## src/rtl/axis_ram_streamer_pkg.sv

```systemverilog
// Shared types for the RAM-to-stream reader: state encoding of the command/stream controller.
`default_nettype none

package axis_ram_streamer_pkg;

    typedef enum logic [1:0] {
        ST_IDLE   = 2'd0,
        ST_STREAM = 2'd1,
        ST_DRAIN  = 2'd2
    } streamer_state_e;

endpackage

`default_nettype wire

```

## src/rtl/axis_ram_streamer_if.sv

```systemverilog
// AXI Stream bundle (tvalid/tready/tdata) with manager and subordinate views.
`default_nettype none

interface axis_ram_streamer_if #(
    parameter int TDATA_WIDTH = 8
);
    logic                   tvalid;
    logic                   tready;
    logic [TDATA_WIDTH-1:0] tdata;

    modport master (output tvalid, output tdata, input tready);
    modport slave  (input tvalid, input tdata, output tready);
endinterface

`default_nettype wire

```

## src/rtl/axis_ram_streamer_slice.sv

```systemverilog
// Registered AXI Stream output stage: loads a word on request, empties on handshake, flushes on clear.
`default_nettype none

module axis_ram_streamer_slice #(
    parameter int TDATA_WIDTH = 8
) (
    input  wire logic                   clk,
    input  wire logic                   rst_n,
    input  wire logic                   load_i,
    input  wire logic                   clear_i,
    input  wire logic                   tready_i,
    input  wire logic [TDATA_WIDTH-1:0] data_i,
    output logic                        tvalid_o,
    output logic [TDATA_WIDTH-1:0]      tdata_o
);

    logic                   tvalid_q;
    logic [TDATA_WIDTH-1:0] tdata_q;

    // clear drops a pending word outright; tdata keeps its last value since tvalid gates it
    always_ff @(posedge clk or negedge rst_n) begin
        if (!rst_n) begin
            tvalid_q <= 1'b0;
            tdata_q  <= '0;
        end else if (clear_i) begin
            tvalid_q <= 1'b0;
        end else if (load_i) begin
            tvalid_q <= 1'b1;
            tdata_q  <= data_i;
        end else if (tready_i) begin
            tvalid_q <= 1'b0;
        end
    end

    assign tvalid_o = tvalid_q;
    assign tdata_o  = tdata_q;

endmodule

`default_nettype wire

```

## src/rtl/axis_ram_streamer.sv

```systemverilog
// Drains cmd_len+1 words from an async-read RAM, starting at cmd_addr, onto an AXI Stream port.
// Optional abort input is compiled in with AXIS_RAM_STREAMER_ABORT_EN.
`default_nettype none

module axis_ram_streamer
    import axis_ram_streamer_pkg::*;
#(
    parameter int ADDR_WIDTH  = 4,
    parameter int LEN_WIDTH   = 8,
    parameter int TDATA_WIDTH = 8
) (
    input  wire logic                   clk,
    input  wire logic                   rst_n,
    input  wire logic                   cmd_valid,
    output logic                        cmd_ready,
    input  wire logic [ADDR_WIDTH-1:0]  cmd_addr,
    input  wire logic [LEN_WIDTH-1:0]   cmd_len,
    output logic [ADDR_WIDTH-1:0]       ram_raddr,
    input  wire logic [TDATA_WIDTH-1:0] ram_rdata,
    axis_ram_streamer_if.master         axis_mif,
    output logic                        done
`ifdef AXIS_RAM_STREAMER_ABORT_EN
    ,
    input  wire logic                   abort
`endif
);

    streamer_state_e       state_q, state_d;
    logic [ADDR_WIDTH-1:0] addr_q, addr_d;
    logic [LEN_WIDTH-1:0]  remain_q, remain_d;
    logic                  done_q, done_d;
    logic                  w_abort;
    logic                  w_load;
    logic                  w_tvalid;
    logic                  w_out_hs;

`ifdef AXIS_RAM_STREAMER_ABORT_EN
    assign w_abort = abort;
`else
    assign w_abort = 1'b0;
`endif

    assign w_load   = (state_q == ST_STREAM) && !w_abort && (!w_tvalid || axis_mif.tready);
    assign w_out_hs = w_tvalid && axis_mif.tready;

    always_ff @(posedge clk or negedge rst_n) begin
        if (!rst_n) begin
            state_q  <= ST_IDLE;
            addr_q   <= '0;
            remain_q <= '0;
            done_q   <= 1'b0;
        end else begin
            state_q  <= state_d;
            addr_q   <= addr_d;
            remain_q <= remain_d;
            done_q   <= done_d;
        end
    end

    always_comb begin
        state_d  = state_q;
        addr_d   = addr_q;
        remain_d = remain_q;
        done_d   = 1'b0;
        case (state_q)
            ST_IDLE: begin
                if (cmd_valid) begin
                    state_d  = ST_STREAM;
                    addr_d   = cmd_addr;
                    remain_d = cmd_len;
                end
            end
            ST_STREAM: begin
                if (w_load) begin
                    addr_d = addr_q + ADDR_WIDTH'(1);
                    // remain_q==0 marks the last word; park the counter at zero
                    if (remain_q == '0) begin
                        state_d = ST_DRAIN;
                    end else begin
                        remain_d = remain_q - LEN_WIDTH'(1);
                    end
                end
            end
            ST_DRAIN: begin
                if (w_out_hs) begin
                    state_d = ST_IDLE;
                    done_d  = 1'b1;
                end
            end
            default: state_d = ST_IDLE;
        endcase
        if (w_abort) begin
            state_d  = ST_IDLE;
            addr_d   = '0;
            remain_d = '0;
            done_d   = 1'b0;
        end
    end

    axis_ram_streamer_slice #(
        .TDATA_WIDTH (TDATA_WIDTH)
    ) u_slice (
        .clk      (clk),
        .rst_n    (rst_n),
        .load_i   (w_load),
        .clear_i  (w_abort),
        .tready_i (axis_mif.tready),
        .data_i   (ram_rdata),
        .tvalid_o (w_tvalid),
        .tdata_o  (axis_mif.tdata)
    );

    assign axis_mif.tvalid = w_tvalid;
    assign cmd_ready       = (state_q == ST_IDLE);
    assign ram_raddr       = addr_q;
    assign done            = done_q;

endmodule

`default_nettype wire

```

## src/flat_wrapper.sv

```systemverilog
// flat-port wrapper written by rule: the top's interface ports become plain ports
module axis_ram_streamer_flat import axis_ram_streamer_pkg::*;
#(
    parameter int ADDR_WIDTH  = 4,
    parameter int LEN_WIDTH   = 8,
    parameter int TDATA_WIDTH = 8
)
  (clk, rst_n, cmd_valid, cmd_ready, cmd_addr, cmd_len, ram_raddr, ram_rdata, done, axis_mif_tvalid, axis_mif_tdata, axis_mif_tready);
  axis_ram_streamer_if #(.TDATA_WIDTH(TDATA_WIDTH)) axis_mif_i ();
  input  wire logic clk;
  input  wire logic rst_n;
  input  wire logic cmd_valid;
  output logic cmd_ready;
  input  wire logic [ADDR_WIDTH-1:0] cmd_addr;
  input  wire logic [LEN_WIDTH-1:0] cmd_len;
  output logic [ADDR_WIDTH-1:0] ram_raddr;
  input  wire logic [TDATA_WIDTH-1:0] ram_rdata;
  output logic done;
  output wire logic [$bits(axis_mif_i.tvalid)-1:0] axis_mif_tvalid;
  output wire logic [$bits(axis_mif_i.tdata)-1:0] axis_mif_tdata;
  input wire logic [$bits(axis_mif_i.tready)-1:0] axis_mif_tready;
  assign axis_mif_tvalid = axis_mif_i.tvalid;
  assign axis_mif_tdata = axis_mif_i.tdata;
  assign axis_mif_i.tready = axis_mif_tready;
  axis_ram_streamer #(.ADDR_WIDTH(ADDR_WIDTH), .LEN_WIDTH(LEN_WIDTH), .TDATA_WIDTH(TDATA_WIDTH)) u_core (.clk(clk), .rst_n(rst_n), .cmd_valid(cmd_valid), .cmd_ready(cmd_ready), .cmd_addr(cmd_addr), .cmd_len(cmd_len), .ram_raddr(ram_raddr), .ram_rdata(ram_rdata), .axis_mif(axis_mif_i), .done(done));
endmodule
```

## config.mk

```make
export PLATFORM = sky130hd
export DESIGN_NAME = axis_ram_streamer_flat
export DESIGN_NICKNAME = d
export VERILOG_FILES = /design/src/rtl/axis_ram_streamer_pkg.sv /design/src/rtl/axis_ram_streamer_if.sv /design/src/rtl/axis_ram_streamer_slice.sv /design/src/rtl/axis_ram_streamer.sv /design/src/flat_wrapper.sv
export SDC_FILE = /design/constraint.sdc
export NUM_CORES = 1
export LEC_CHECK = 0
export BUFFER_PORTS_ARGS = -buffer_cell sky130_fd_sc_hd__clkbuf_2
export CAP_MARGIN = 0
export CORE_MARGIN = 3
export CORE_UTILIZATION = 30
export DETAILED_ROUTE_END_ITERATION = 12
export SLEW_MARGIN = 20
export SYNTH_ARGS = -nofsm -noshare
export SYNTH_HDL_FRONTEND = slang
export SYNTH_SLANG_ARGS = --single-unit
```

## constraint.sdc

```tcl
create_clock -name clk -period 1.4 [get_ports clk]
set_input_delay 0.14 -clock clk [delete_from_list [all_inputs] [get_ports clk]]
set_output_delay 0.14 -clock clk [all_outputs]
set_load 0.01 [all_outputs]
```

=== Word level (Yosys, flattened, before mapping) ===
Index checks and enable logic that the tools add are counted.

* Add/sub/neg operators: 2
* Multipliers: 0
* Div/mod/pow operators: 0
* Order comparisons: 0
* Equal/unequal tests: 7
* Shift operators: 0
* Muxes and demuxes: 16
* Bitwise operators: 0
* Reduce and logical (&&, ||, !) cells: 11

{| class="wikitable"
|+ Operator list
! operator !! count
|-
| 2-to-1 mux 8 bit || 3
|-
| one-hot mux 8 bit (2 select lines) || 1
|-
| zero test 8 bit || 1
|-
| 2-to-1 mux 2 bit || 4
|-
| 2-to-1 mux 4 bit || 2
|-
| != test 2 bit, second input constant || 4
|-
| one-hot mux 4 bit (2 select lines) || 1
|-
| AND reduction 4 bit || 2
|-
| subtractor 8 x 1 -> 8 bit, second input constant || 1
|-
| one-hot mux 2 bit (3 select lines) || 1
|-
| adder 4 x 1 -> 4 bit, second input constant || 1
|-
| 2-to-1 mux 1 bit || 4
|-
| nonzero test 2 bit || 2
|-
| AND reduction 3 bit || 1
|-
| == test 2 x 1 -> 1 bit, second input constant || 1
|-
| == test 2 bit, second input constant || 1
|-
| logical AND 1 bit || 2
|-
| zero test 2 bit || 1
|-
| != test 2 x 1 -> 1 bit, second input constant || 1
|-
| zero test 1 bit || 1
|-
| logical OR 1 bit || 1
|}

* Flip-flop bits (word level): 24
* Latch bits: 0
* Bits in writable memories: 0
* Bits in read-only memories: 0
* Input bits: 24
* Output and inout bits: 15
* Word-level logic and storage cells: 42
* Memories: 0

=== Logic depth before layout (Yosys ltp) ===
Gate-level depths: netlist of the first run.

* Depth after elaboration: 5
* Depth in mapped cells: 6
* Mapped depth without buffers: 6

=== Modules after synthesis ===
A second synthesis of the first run with hierarchy kept.

* Cell total of the unflattened synthesis: 124
* Area, all modules: 1295.0 um^2

{| class="wikitable"
|+ By module, submodules not included
! module !! instances !! cells each !! area each (um^2) !! seq. area each (um^2)
|-
| axis_ram_streamer || 1 || 102 || 909.6 || 375.4
|-
| axis_ram_streamer_slice || 1 || 22 || 385.4 || 225.2
|}

=== Worst setup path after synthesis of the first run ===
No wires, ideal clock.

* Path kind: register -> register
* From: register u_core.u_slice.tvalid_q (netlist: u_core.u_slice.tvalid_o)
* To: register u_core.u_slice.tdata_q[0] (netlist: u_core.u_slice.tdata_o[0])
* Setup time: 0.125 ns
* Arrival: 1.320 ns
* Data required time: 1.275 ns
* Setup slack: -0.044 ns
* Stages on the path, launching flop included: 5
* Buffers on the path: 1
* Period minus slack after synthesis: 1.444 ns
* Cell sequence: dfrtp_1 -> nor2b_1 -> buf_2 -> nor2_2 -> mux2_2

* Longest elaborated chain between the ends: 3

{| class="wikitable"
|+ RTL lines
! element !! line !! source
|-
| start: declaration || axis_ram_streamer_slice.sv:17 || <nowiki>logic tvalid_q;</nowiki>
|-
| start signal: assignment || axis_ram_streamer_slice.sv:23 || <nowiki>tvalid_q <= 1'b0;</nowiki>
|-
| start signal: assignment || axis_ram_streamer_slice.sv:26 || <nowiki>tvalid_q <= 1'b0;</nowiki>
|-
| start signal: assignment || axis_ram_streamer_slice.sv:28 || <nowiki>tvalid_q <= 1'b1;</nowiki>
|-
| zero test 1 bit || axis_ram_streamer.sv:43 || <nowiki>assign w_load = (state_q == ST_STREAM) && !w_abort && (!w_tvalid || axis_mif.tready);</nowiki>
|-
| logical OR 1 bit || axis_ram_streamer.sv:43 ||
|-
| logical AND 1 bit || axis_ram_streamer.sv:43 ||
|-
| end signal: assignment || axis_ram_streamer_slice.sv:29 || <nowiki>tdata_q <= data_i;</nowiki>
|-
| end: declaration || axis_ram_streamer_slice.sv:18 || <nowiki>logic [TDATA_WIDTH-1:0] tdata_q;</nowiki>
|}

Every way passes these cells.
A chain may end at the register's enable or synchronous reset.

=== Worst setup path in the final report of the first run ===
* From: register u_core.remain_q[5]
* To: register u_core.remain_q[4]

* Longest elaborated chain between the ends: 3

{| class="wikitable"
|+ RTL lines
! element !! line !! source
|-
| start: declaration || axis_ram_streamer.sv:30 || <nowiki>logic [LEN_WIDTH-1:0] remain_q, remain_d;</nowiki>
|-
| start signal: assignment || axis_ram_streamer.sv:55 || <nowiki>remain_q <= remain_d;</nowiki>
|-
| zero test 8 bit || axis_ram_streamer.sv:77 || <nowiki>if (remain_q == '0) begin</nowiki>
|-
| != test 2 bit (no line) || -- ||
|-
| AND reduction 4 bit (no line) || -- ||
|}

Every way passes these cells.

==> metrics.md, run 1 <==
| Metric | Value |
|---|---|
| Initial Util | around a third |
| Worst skew pair latency | 260 ps |
| Crit. End Element | flop |
| Post-route insts no fill | 230 |
| CTS clock-pin slew for the worst setup and hold paths | 90 ps |
| Largest buffer count on any clock path | 2 |
| Run status | finished with violations |
| Routed wire length | 3.37 mm |
| Final slew viol count | 0 |
| Vias per Instance | 5.19 |
| Post-layout instance area | 1840 um2 |
| CP max FO | 8 |
| Placed instance count | 221 |
| Area Growth Syn to Fin | 44.7% |
| Final setup margin | -65.2 ps |
| Row count | 23 |
| Filler cell count | 387 |
| Leak Pwr | 0.864 nW |
| CP Cell Sequence | nor4_4 > nand4_1 > buf_6 > a31oi_4 > a31oi_1 |
| Prevailing post-synth register cell | dfrtp_1 |
| Diodes inserted | 0 |
| #FFs+latches synth | 24 |
| RSZ-0062 raised after global routing | yes |
| Max cap viols | 0 |
| GRT Util Overall | 13.1% |
| Hold Path Class | primary input to flop |
| CTS tree | yes |
| Initial antenna violation count | 0 |
| Final period utilization | 105% |
| Drt first-iter violations | 38 |
| Critical path data arrival time | 1600 ps |
| Synth warnings | 0 |
| Multi-input logic area | 706 um2 |
| Routed Antenna Nets | 0 |
| Worst path buffer plus inverter count | 1 |
| Asr flop ratio synth | 100% |
| Clock sink total | 24 |
| DR vias | ~1200 |
| Share of layout cells above drive strength 1 | 55.0% |
| Router iterations before antenna repair | 4 |
| Core area | 4030 um2 |
| Place WS | -112 ps |
| Vias in the first global route | around 1100 |
| Die W | 71.0 um |
| Top-count cell post-synth | dfrtp_1 |
| Post-Synthesis Cells | 120 |
| Nets | about 210 |
| Wire length per cell | 14.7 um |
| Final Hold Viols | 0 |
| Post-synth EDFFs | 0 |
| Setup CP Type | flop to flop |
| Final setup vio count | 8 |
| Max-slew headroom | 58.1% |
| Fmax | 683 MHz |
| Reg area | 606 um2 |
| Number of CTS-inserted buffers | 3 |
| Ports | 39 |
| Commonest cells in the netlist | dfrtp_1 (24), nor2_1 (9), mux2_2 (8), nand2_1 (7) |
| # DRC | 0 |
| Fin util | 45.6% |
| Worst VDD drop | 0.349 mV |
| Gpl congestion | 0.834 |
| Top cell type's share of synthesized area | 47.3% |
| CP required | 1540 ps |
| DP Area | 1650 um2 |
| CTS root buf | clkbuf_8 |
| Register area share after synthesis | between 40% and 50% |
| Worst-margin pin slew | 629 ps |
| Die area | roughly 5000 um2 |
| CP max stage cell | dfrtp_2 |
| Post-DP HPWL | around 2.5 mm |
| Fin crit period | 1470 ps |
| CP Launch Type | flop |
| Failing checks | negative setup slack |
| Distinct cells, synth | 43 |
| Clk_skew | between 9 and 10 ps |
| Post-Syn Nets | 147 |
| IO Port Bufs | 38 |
| Total congestion overflow | 0 |
| Critical path's top delay family | simple AND/OR/NAND/NOR gates |
| Mapped Avg Cell Area | 10.6 um2 |
| Largest net degree at the start of global routing | 25 |
| Yosys top cell by area | dfrtp_1 |
| First-pass GRT wire length | 5.29 mm |
| Final TNS setup | -278 ps |
| Top post-synthesis cells by area | dfrtp_1 (47%), mux2_2 (7.1%), a31oi_1 (3.0%) |
| Slowest stage delay, CP | 450 ps |
| Power Dens Cells | 680 nW/um2 |
| H-tree levels | 1 |
| Post-Syn Area | 1270 um2 |
| Die Y | 71.0 um |
-- cells in the final DEF (no fill, tap or decap), types with 2 or more instances in the layout --
master	synthesis	final
o2bb2ai_1	4	4
buf_12	0	2
nand2_1	7	6
nand4_1	2	2
inv_2	0	2
nor2b_1	3	2
o21ai_0	6	5
dfrtp_1	24	20
nor2_1	9	8
clkbuf_8	0	3
a31oi_1	6	5
o21ai_1	1	2
buf_4	2	21
clkbuf_2	0	38
ha_1	3	2
nand3_1	2	2
a32oi_1	2	2
mux2_2	8	7
mux2i_1	2	2
nor3_1	3	3
o31ai_2	1	2
o22ai_1	2	2
a21oi_1	3	3
dfrtp_2	0	4
-- logic make-up after synthesis --
family	Yosys count	synth area share, %
adders and majority gates	3	2.96
buffers and inverters	9	4.14
AOI/OAI and AO/OA	35	20.1
muxes	10	8.68
DFF	24	47.3
and+or+nand+nor	39	16.8
-- routing by layer --
metal / track usage (%) / vias to the layer above / part of all wire, %
met5: 0 / - / 0
met4: 3.55 / 0 / 0.50
met3: 1.85 / 2 / 4.4
met2: 24.5 / 31 / 53
met1: 15.5 / 593 / 42
li1: - / 568 / -
-- where the power goes --
| group | switching (mW) | leakage, nW | total, mW | internal [mW] |
|---|---|---|---|---|
| clock network | 0.215 | 0.0216 | 0.408 | 0.192 |
| registers | 0.0148 | 0.289 | 0.726 | 0.711 |
| logic | 0.0549 | 0.554 | 0.115 | 0.0596 |
-- sequential cells by signal, summed over array words and instances, names as in the netlist --
register,cells
u_core.remain_q,8
u_core.u_slice.tdata_o,8
u_core.ram_raddr,4
u_core.state_q,2
u_core.done,1
u_core.u_slice.tvalid_o,1
-- worst register-to-register path, stage by stage (launching register included) --
cell,delay [ps]
dfrtp_2,450
nor4_4,300
nand4_1,180
buf_6,180
a31oi_4,170
a31oi_1,60
-- cell type report --
| class | count | area share, % |
|---|---|---|
| tap | 50 | 3.41 |
| sequential | 24 | 33.0 |
| multi-input combinational | 87 | 38.4 |
| clock buffer | 3 | 2.25 |
| inverter | 3 | 0.613 |
| timing repair buffer | 63 | 22.3 |
-- final timing paths --
| path | start | end | slack (ps) | cells past startpoint |
|---|---|---|---|---|
| max | u_core.remain_q[5] | u_core.remain_q[4] | -70 | 5 |
| min | ram_rdata[7] | u_core.u_slice.tdata_o[7] | 110 | 2 |
| max reg2reg | u_core.remain_q[5] | u_core.remain_q[4] | -70 | 5 |
| min reg2reg | u_core.u_slice.tdata_o[4] | u_core.u_slice.tdata_o[4] | 510 | 1 |
| max in group asynchronous | rst_n | u_core.remain_q[3] | 530 | 2 |
| min in group asynchronous | rst_n | u_core.done | 420 | 2 |
-- metrics by stage --
stage               hold WS (ps)  power (mW)
floorplan                   -156       0.778
global placement             181       0.846
detailed placement           185       0.852
CTS                          106        1.26
global route                 105        1.29
finish                       109        1.25
-- what timing repair did --
item / 4_1_cts / 5_1_grt
pin swaps: 5 / 4
resized for setup: 12 / 10
hold buffers: 1 / 0
endpoints found under the hold margin: 24 / 0
endpoints found under the setup margin: 18 / 20
buffers inserted: 4 / 1
No activity file was read; power rests on OpenSTA's default activity.
==> run 2: changes to the inputs <==
Settings changed: CORE_UTILIZATION 30 to 45, PLACE_DENSITY from default to 0.74.
Clock period 1.4 ns to 1.3 ns, I/O delays scaled along.
==> run 2 against run 1 <==
Net effect:
- the flow still finishes with violations (negative setup slack)
- via count increased by 8.5%
- combinational power increased by 23%
- critical endpoint is now u_core.remain_q[7]
- largest cell class unchanged
- core utilization increased by 35 points
- final cell count down 1.7%
- largest power group unchanged
- highest routed layer unchanged
==> metrics.md, run 2 (synthesized netlist as in run 1, its figures left out) <==
| Metric | Value |
|---|---|
| Run status | finished with violations (unchanged) |
| Failing checks | negative setup slack (unchanged) |
| Total Power | 1.48 mW (was 1.25 mW) |
| CP Launch Type | flop (unchanged) |
| DRT met1 WL | 1.77 mm (was 1.42 mm) |
| Critical path data arrival time | 1790 ps (was 1600 ps) |
| Final Hold Viols | 0 (unchanged) |
| First-pass GRT wire length | 5.56 mm (was 5.29 mm) |
| Worst VDD drop | 0.704 mV (was 0.349 mV) |
| Initial antenna violation count | 0 (unchanged) |
| Routed Antenna Nets | 0 (unchanged) |
| CP max FO | 4 (was 8) |
| Nets | 224 (was 209) |
| CTS tree | yes (unchanged) |
| Largest net degree at the start of global routing | 25 (unchanged) |
| CTS clock-pin slew for the worst setup and hold paths | 140 ps (was 90 ps) |
| Drt first-iter violations | 42 (was 38) |
| Die area | 3490 um2 (was 5050 um2) |
| Gpl congestion | 0.940 (was 0.834) |
| Highest Signal Layer | met4 (unchanged) |
| Final setup margin | -267 ps (was -65.2 ps) |
| Vias per Instance | 5.73 (was 5.19) |
| Clock power share | 37.3% (was 32.7%) |
| IO Port Bufs | 38 (unchanged) |
| Ports | 39 (unchanged) |
| Largest buffer count on any clock path | 2 (unchanged) |
| Crit. End Element | flop (unchanged) |
| Wire length per cell | 18.0 um (was 14.7 um) |
| Hold Path Class | primary input to flop (unchanged) |
| Worst skew pair latency | 320 ps (was 260 ps) |
| Post-route insts no fill | 226 (was 230) |
| Most frequent cells in the layout | clkbuf_2 (37), buf_4 (25), dfrtp_1 (21) (was clkbuf_2 (38), buf_4 (21), dfrtp_1 (20)) |
| Critical path's top delay family | simple AND/OR/NAND/NOR gates (unchanged) |
| H-tree levels | 1 (unchanged) |
| Routed wire length | 4.06 mm (was 3.37 mm) |
| NetSw | 0.325 mW (was 0.285 mW) |
| Row count | 18 (was 23) |
| DR vias | 1296 (was 1194) |
| Max-slew headroom | 60.5% (was 58.1%) |
| Post-DP HPWL | 2.41 mm (was 2.55 mm) |
| WL met3 | 217 um (was 149 um) |
| Share of layout cells above drive strength 1 | 61.7% (was 55.0%) |
| Clock sink total | 24 (unchanged) |
| GRT Util Overall | 21.1% (was 13.1%) |
| Combinational share of power | 9.6% (was 9.2%) |
| Area Growth Syn to Fin | 62.9% (was 44.7%) |
| Final setup vio count | 20 (was 8) |
| Core area | 2570 um2 (was 4030 um2) |
| CP required | 1530 ps (was 1540 ps) |
| Worst path buffer plus inverter count | 0 (was 1) |
| Final slew viol count | 0 (unchanged) |
| Slowest stage delay, CP | 580 ps (was 450 ps) |
| Fmax | 638 MHz (was 683 MHz) |
| Internal power | 1.15 mW (was 0.963 mW) |
| Setup CP Type | flop to flop (unchanged) |
| Initial Util | 49.4% (was 31.5%) |
| Switching share of power | 22.0% (was 22.8%) |
| Worst-margin pin slew | 592 ps (was 629 ps) |
| CP Cell Sequence | or4_1 > o21ai_1 > nand3_1 > o2bb2ai_1 (was nor4_4 > nand4_1 > buf_6 > a31oi_4 > a31oi_1) |
| Fin crit period | 1570 ps (was 1470 ps) |
| CTS root buf | clkbuf_4 (was clkbuf_8) |
| Placed instance count | 209 (was 221) |
| Number of CTS-inserted buffers | 3 (unchanged) |
| Clk_skew | 4.96 ps (was 9.11 ps) |
| Register share of total power | 53.1% (was 58.2%) |
| CP max stage cell | or4_1 (was dfrtp_2) |
| Die Y | 59.1 um (was 71.0 um) |
| Vias in the first global route | 1259 (was 1124) |
| Final period utilization | 121% (was 105%) |
| Place WS | -137 ps (was -112 ps) |
| Routed wl met2 | 1.98 mm (was 1.79 mm) |
| Router iterations before antenna repair | 4 (unchanged) |
| Diodes inserted | 0 (unchanged) |
| Commonest non-fill, non-tap cell in the layout | clkbuf_2 (unchanged) |
| RSZ-0062 raised after global routing | yes (unchanged) |
| Leak Pwr | 0.997 nW (was 0.864 nW) |
| Power Dens Cells | 716 nW/um2 (was 680 nW/um2) |
| Total congestion overflow | 0 (unchanged) |
| Die W | 59.1 um (was 71.0 um) |
| # DRC | 0 (unchanged) |
| Max cap viols | 0 (unchanged) |
==> run 2: cell types whose count changed in the layout (fill, tap and decap cells not counted), moves of 2 or more <==
cell,previous run,this run
mux2_4,1,8
nor2_2,1,4
clkbuf_8,3,0
buf_6,1,8
clkbuf_4,0,3
mux2_2,7,0
o21ai_2,0,2
o21ai_0,5,0
o21ai_1,2,5
nor2_1,8,4
buf_4,21,25
==> run 2: worst paths after layout <==
| check | slack (ps) | to | cells past startpoint | start |
|---|---|---|---|---|
| setup / recovery | -270 | u_core.remain_q[7] | 4 | u_core.remain_q[4] |
| hold / removal | 30 | u_core.u_slice.tdata_o[0] | 2 | ram_rdata[0] |
| setup reg to reg | -270 | u_core.remain_q[7] | 4 | u_core.remain_q[4] |
| hold reg to reg | 510 | u_core.remain_q[7] | 1 | u_core.remain_q[7] |
| max in group asynchronous | 550 | u_core.state_q[0] | 2 | rst_n |
| min in group asynchronous | 320 | u_core.u_slice.tvalid_o | 2 | rst_n |
==> run 2: final cells by class <==
type                    count  area, um2
inverters                   3       11.3
well taps                  30       37.5
multi-input cells          88        793
fillers                   147        500
clock buffers               3       22.5
flip-flops and latches     24        604
repair buffers             77        568
clock inverters             1       30.0
==> run 2: power groups by stage <==
stage | clock, mW | sequential, mW | combinational, mW
2_1_floorplan | 0 | 0.804 | 0.0360
3_3_place_gp | 0 | 0.795 | 0.118
3_5_place_dp | 0 | 0.797 | 0.122
4_1_cts | 0.552 | 0.783 | 0.125
5_1_grt | 0.588 | 0.790 | 0.157
6_report | 0.551 | 0.787 | 0.142
==> run 2: layer usage <==
metal	global-route usage, %	vias to the layer above
met5	0	-
met2	32.8	53
met1	27.9	632
li1	-	601
met4	10.4	0
met3	4.36	10
==> run 2: what timing repair did <==
action	in CTS	in global routing
setup buffers	1	9
gates cloned	0	2
endpoints found under the hold margin	24	1
resized for setup	6	45
hold buffers	1	1
pin swaps	4	11
setup endpoints to repair	23	24
==> run 2: per-stage QoR <==
step	instance area [um2]	setup TNS, ps	utilization [%]	hold WS [ps]
6_report	2070	-1550	80.5	28.7
5_1_grt	2070	-2770	80.5	13.6
4_1_cts	1810	-2440	70.5	22.1
3_5_place_dp	1700	-1740	66.1	165
3_3_place_gp	1700	-891	66.1	155
2_1_floorplan	1300	-787	-	-166
==> run 3: changes to the inputs <==
Settings changed: SKIP_CTS_REPAIR_TIMING from default to 1, SLEW_MARGIN 20 to 0.
==> run 3 against run 2 <==
Net effect:
- the run still ends with negative setup slack left
- critical path depth is the same
- clock power is essentially flat
- maximum frequency grew 4.3%
- global-route usage shrank 1.3 points
- cell area shrank 0.97%
- count of clock-buffer cells in the layout is the same
- largest power group unchanged
==> metrics.md, run 3 (synthesized netlist as in run 1, its figures left out) <==
| Metric | Value |
|---|---|
| Leak Pwr | 0.982 nW (was 0.997 nW) |
| Number of CTS-inserted buffers | 3 (unchanged) |
| Final Hold Viols | 0 (unchanged) |
| Ports | 39 (unchanged) |
| Worst-margin pin slew | 601 ps (was 592 ps) |
| Largest net degree at the start of global routing | 25 (unchanged) |
| Share of layout cells above drive strength 1 | 61.3% (was 61.7%) |
| Nets | 222 (was 224) |
| CP Cell Sequence | or4_1 > o21ai_1 > nand3_1 > o2bb2ai_1 (unchanged) |
| Worst path buffer plus inverter count | 0 (unchanged) |
| Core area | 2570 um2 (unchanged) |
| Total congestion overflow | 0 (unchanged) |
| Router iterations before antenna repair | 4 (unchanged) |
| Final setup vio count | 20 (unchanged) |
| Hold Path Class | primary input to flop (unchanged) |
| CP max stage cell | or4_1 (unchanged) |
| Die W | 59.1 um (unchanged) |
| DP Area | 1700 um2 (unchanged) |
| H-tree levels | 1 (unchanged) |
| RSZ-0062 raised after global routing | yes (unchanged) |
| Routed Antenna Nets | 0 (unchanged) |
| CP Launch Type | flop (unchanged) |
| Commonest non-fill, non-tap cell in the layout | clkbuf_2 (unchanged) |
| Row count | 18 (unchanged) |
| Drt first-iter violations | 67 (was 42) |
| Post-DP HPWL | 2.41 mm (unchanged) |
| Vias per Instance | 5.85 (was 5.73) |
| Max cap viols | 0 (unchanged) |
| Vias in the first global route | 1226 (was 1259) |
| Initial antenna violation count | 0 (unchanged) |
| GRT Util Overall | 19.8% (was 21.1%) |
| Run status | finished with violations (unchanged) |
| IO Port Bufs | 38 (unchanged) |
| Worst skew pair latency | 320 ps (about the same) |
| Routed wire length | 4.17 mm (was 4.06 mm) |
| Die Y | 59.1 um (unchanged) |
| Fin util | 79.7% (was 80.5%) |
| CTS root buf | clkbuf_4 (unchanged) |
| Gpl congestion | 0.940 (unchanged) |
| CTS clock-pin slew for the worst setup and hold paths | 140 ps (about the same) |
| DR vias | 1311 (was 1296) |
| Most frequent cells in the layout | clkbuf_2 (37), buf_4 (23), dfrtp_1 (22) (was clkbuf_2 (37), buf_4 (25), dfrtp_1 (21)) |
| Crit. End Element | flop (unchanged) |
| Slowest stage delay, CP | 560 ps (was 580 ps) |
| Die area | 3490 um2 (unchanged) |
| Clock sink total | 24 (unchanged) |
| Failing checks | negative setup slack (unchanged) |
| CTS tree | yes (unchanged) |
| Worst hold-check slack | 26.1 ps (was 28.7 ps) |
| CP required | 1530 ps (about the same) |
| # DRC | 0 (unchanged) |
| Initial Util | 49.4% (unchanged) |
| Worst VDD drop | 0.706 mV (was 0.704 mV) |
| Post-layout instance area | 2050 um2 (was 2070 um2) |
| Max-slew headroom | 59.9% (was 60.5%) |
| Final TNS setup | -1600 ps (was -1550 ps) |
| Clk_skew | 7.65 ps (was 4.96 ps) |
| First-pass GRT wire length | 5.24 mm (was 5.56 mm) |
| Critical path's top delay family | simple AND/OR/NAND/NOR gates (unchanged) |
| Setup CP Type | flop to flop (unchanged) |
| Power Dens Cells | 722 nW/um2 (was 716 nW/um2) |
| Critical path data arrival time | 1730 ps (was 1790 ps) |
| Final period utilization | 116% (was 121%) |
| Wire length per cell | 18.6 um (was 18.0 um) |
| Final slew viol count | 0 (unchanged) |
| Fin crit period | 1500 ps (was 1570 ps) |
| Final setup margin | -202 ps (was -267 ps) |
| CP max FO | 4 (unchanged) |
| Area Growth Syn to Fin | 61.3% (was 62.9%) |
| Diodes inserted | 0 (unchanged) |
| Fmax | 666 MHz (was 638 MHz) |
| Largest buffer count on any clock path | 2 (unchanged) |
[run 3: power breakdown]
| part | total (mW) | leakage, nW | internal, mW | switching [mW] |
|---|---|---|---|---|
| logic | 0.143 | 0.663 | 0.0755 | 0.0672 |
| registers | 0.786 | 0.291 | 0.766 | 0.0195 |
| clock network | 0.550 | 0.0279 | 0.312 | 0.238 |
| total | 1.48 | 0.982 | 1.15 | 0.325 |
[run 3: path summary, 6_finish.rpt]
path | from | endpoint | slack (ps) | depth (start not counted)
setup / recovery | u_core.remain_q[4] | u_core.remain_q[7] | -200 | 4
hold / removal | ram_rdata[0] | u_core.u_slice.tdata_o[0] | 30 | 2
setup reg to reg | u_core.remain_q[4] | u_core.remain_q[7] | -200 | 4
hold reg to reg | u_core.remain_q[7] | u_core.remain_q[7] | 510 | 1
max in group asynchronous | rst_n | u_core.state_q[0] | 550 | 2
min in group asynchronous | rst_n | u_core.remain_q[7] | 320 | 2
[run 3: routing by layer]
layer	GRT usage, %	share of wire [%]
met1	27.2	41
met4	9.39	2.5
met3	3.70	5.2
met2	30.1	51
met5	0	0
[run 3: worst register-to-register path, cell delays in order (launching register included)]
cell and delay [ps]:
dfrtp_2 480, or4_1 560, o21ai_1 140, nand3_1 100, o2bb2ai_1 130
[run 3: layout make-up]
cell class,instances,area [um2]
Multi-Input combinational cell,88,781
Sequential cell,24,603
Timing Repair Buffer,75,562
Fill cell,148,520
Tap cell,30,37.5
Clock inverter,1,30.0
Clock buffer,3,22.5
Inverter,3,11.3
[run 3: metrics by stage]
step	std cells	total power [mW]	setup WS, ps
floorplan	120	0.841	-75.9
global placement	209	0.913	-94.1
detailed placement	209	0.918	-137
CTS	213	1.46	-169
global route	224	1.54	-267
finish	224	1.48	-202
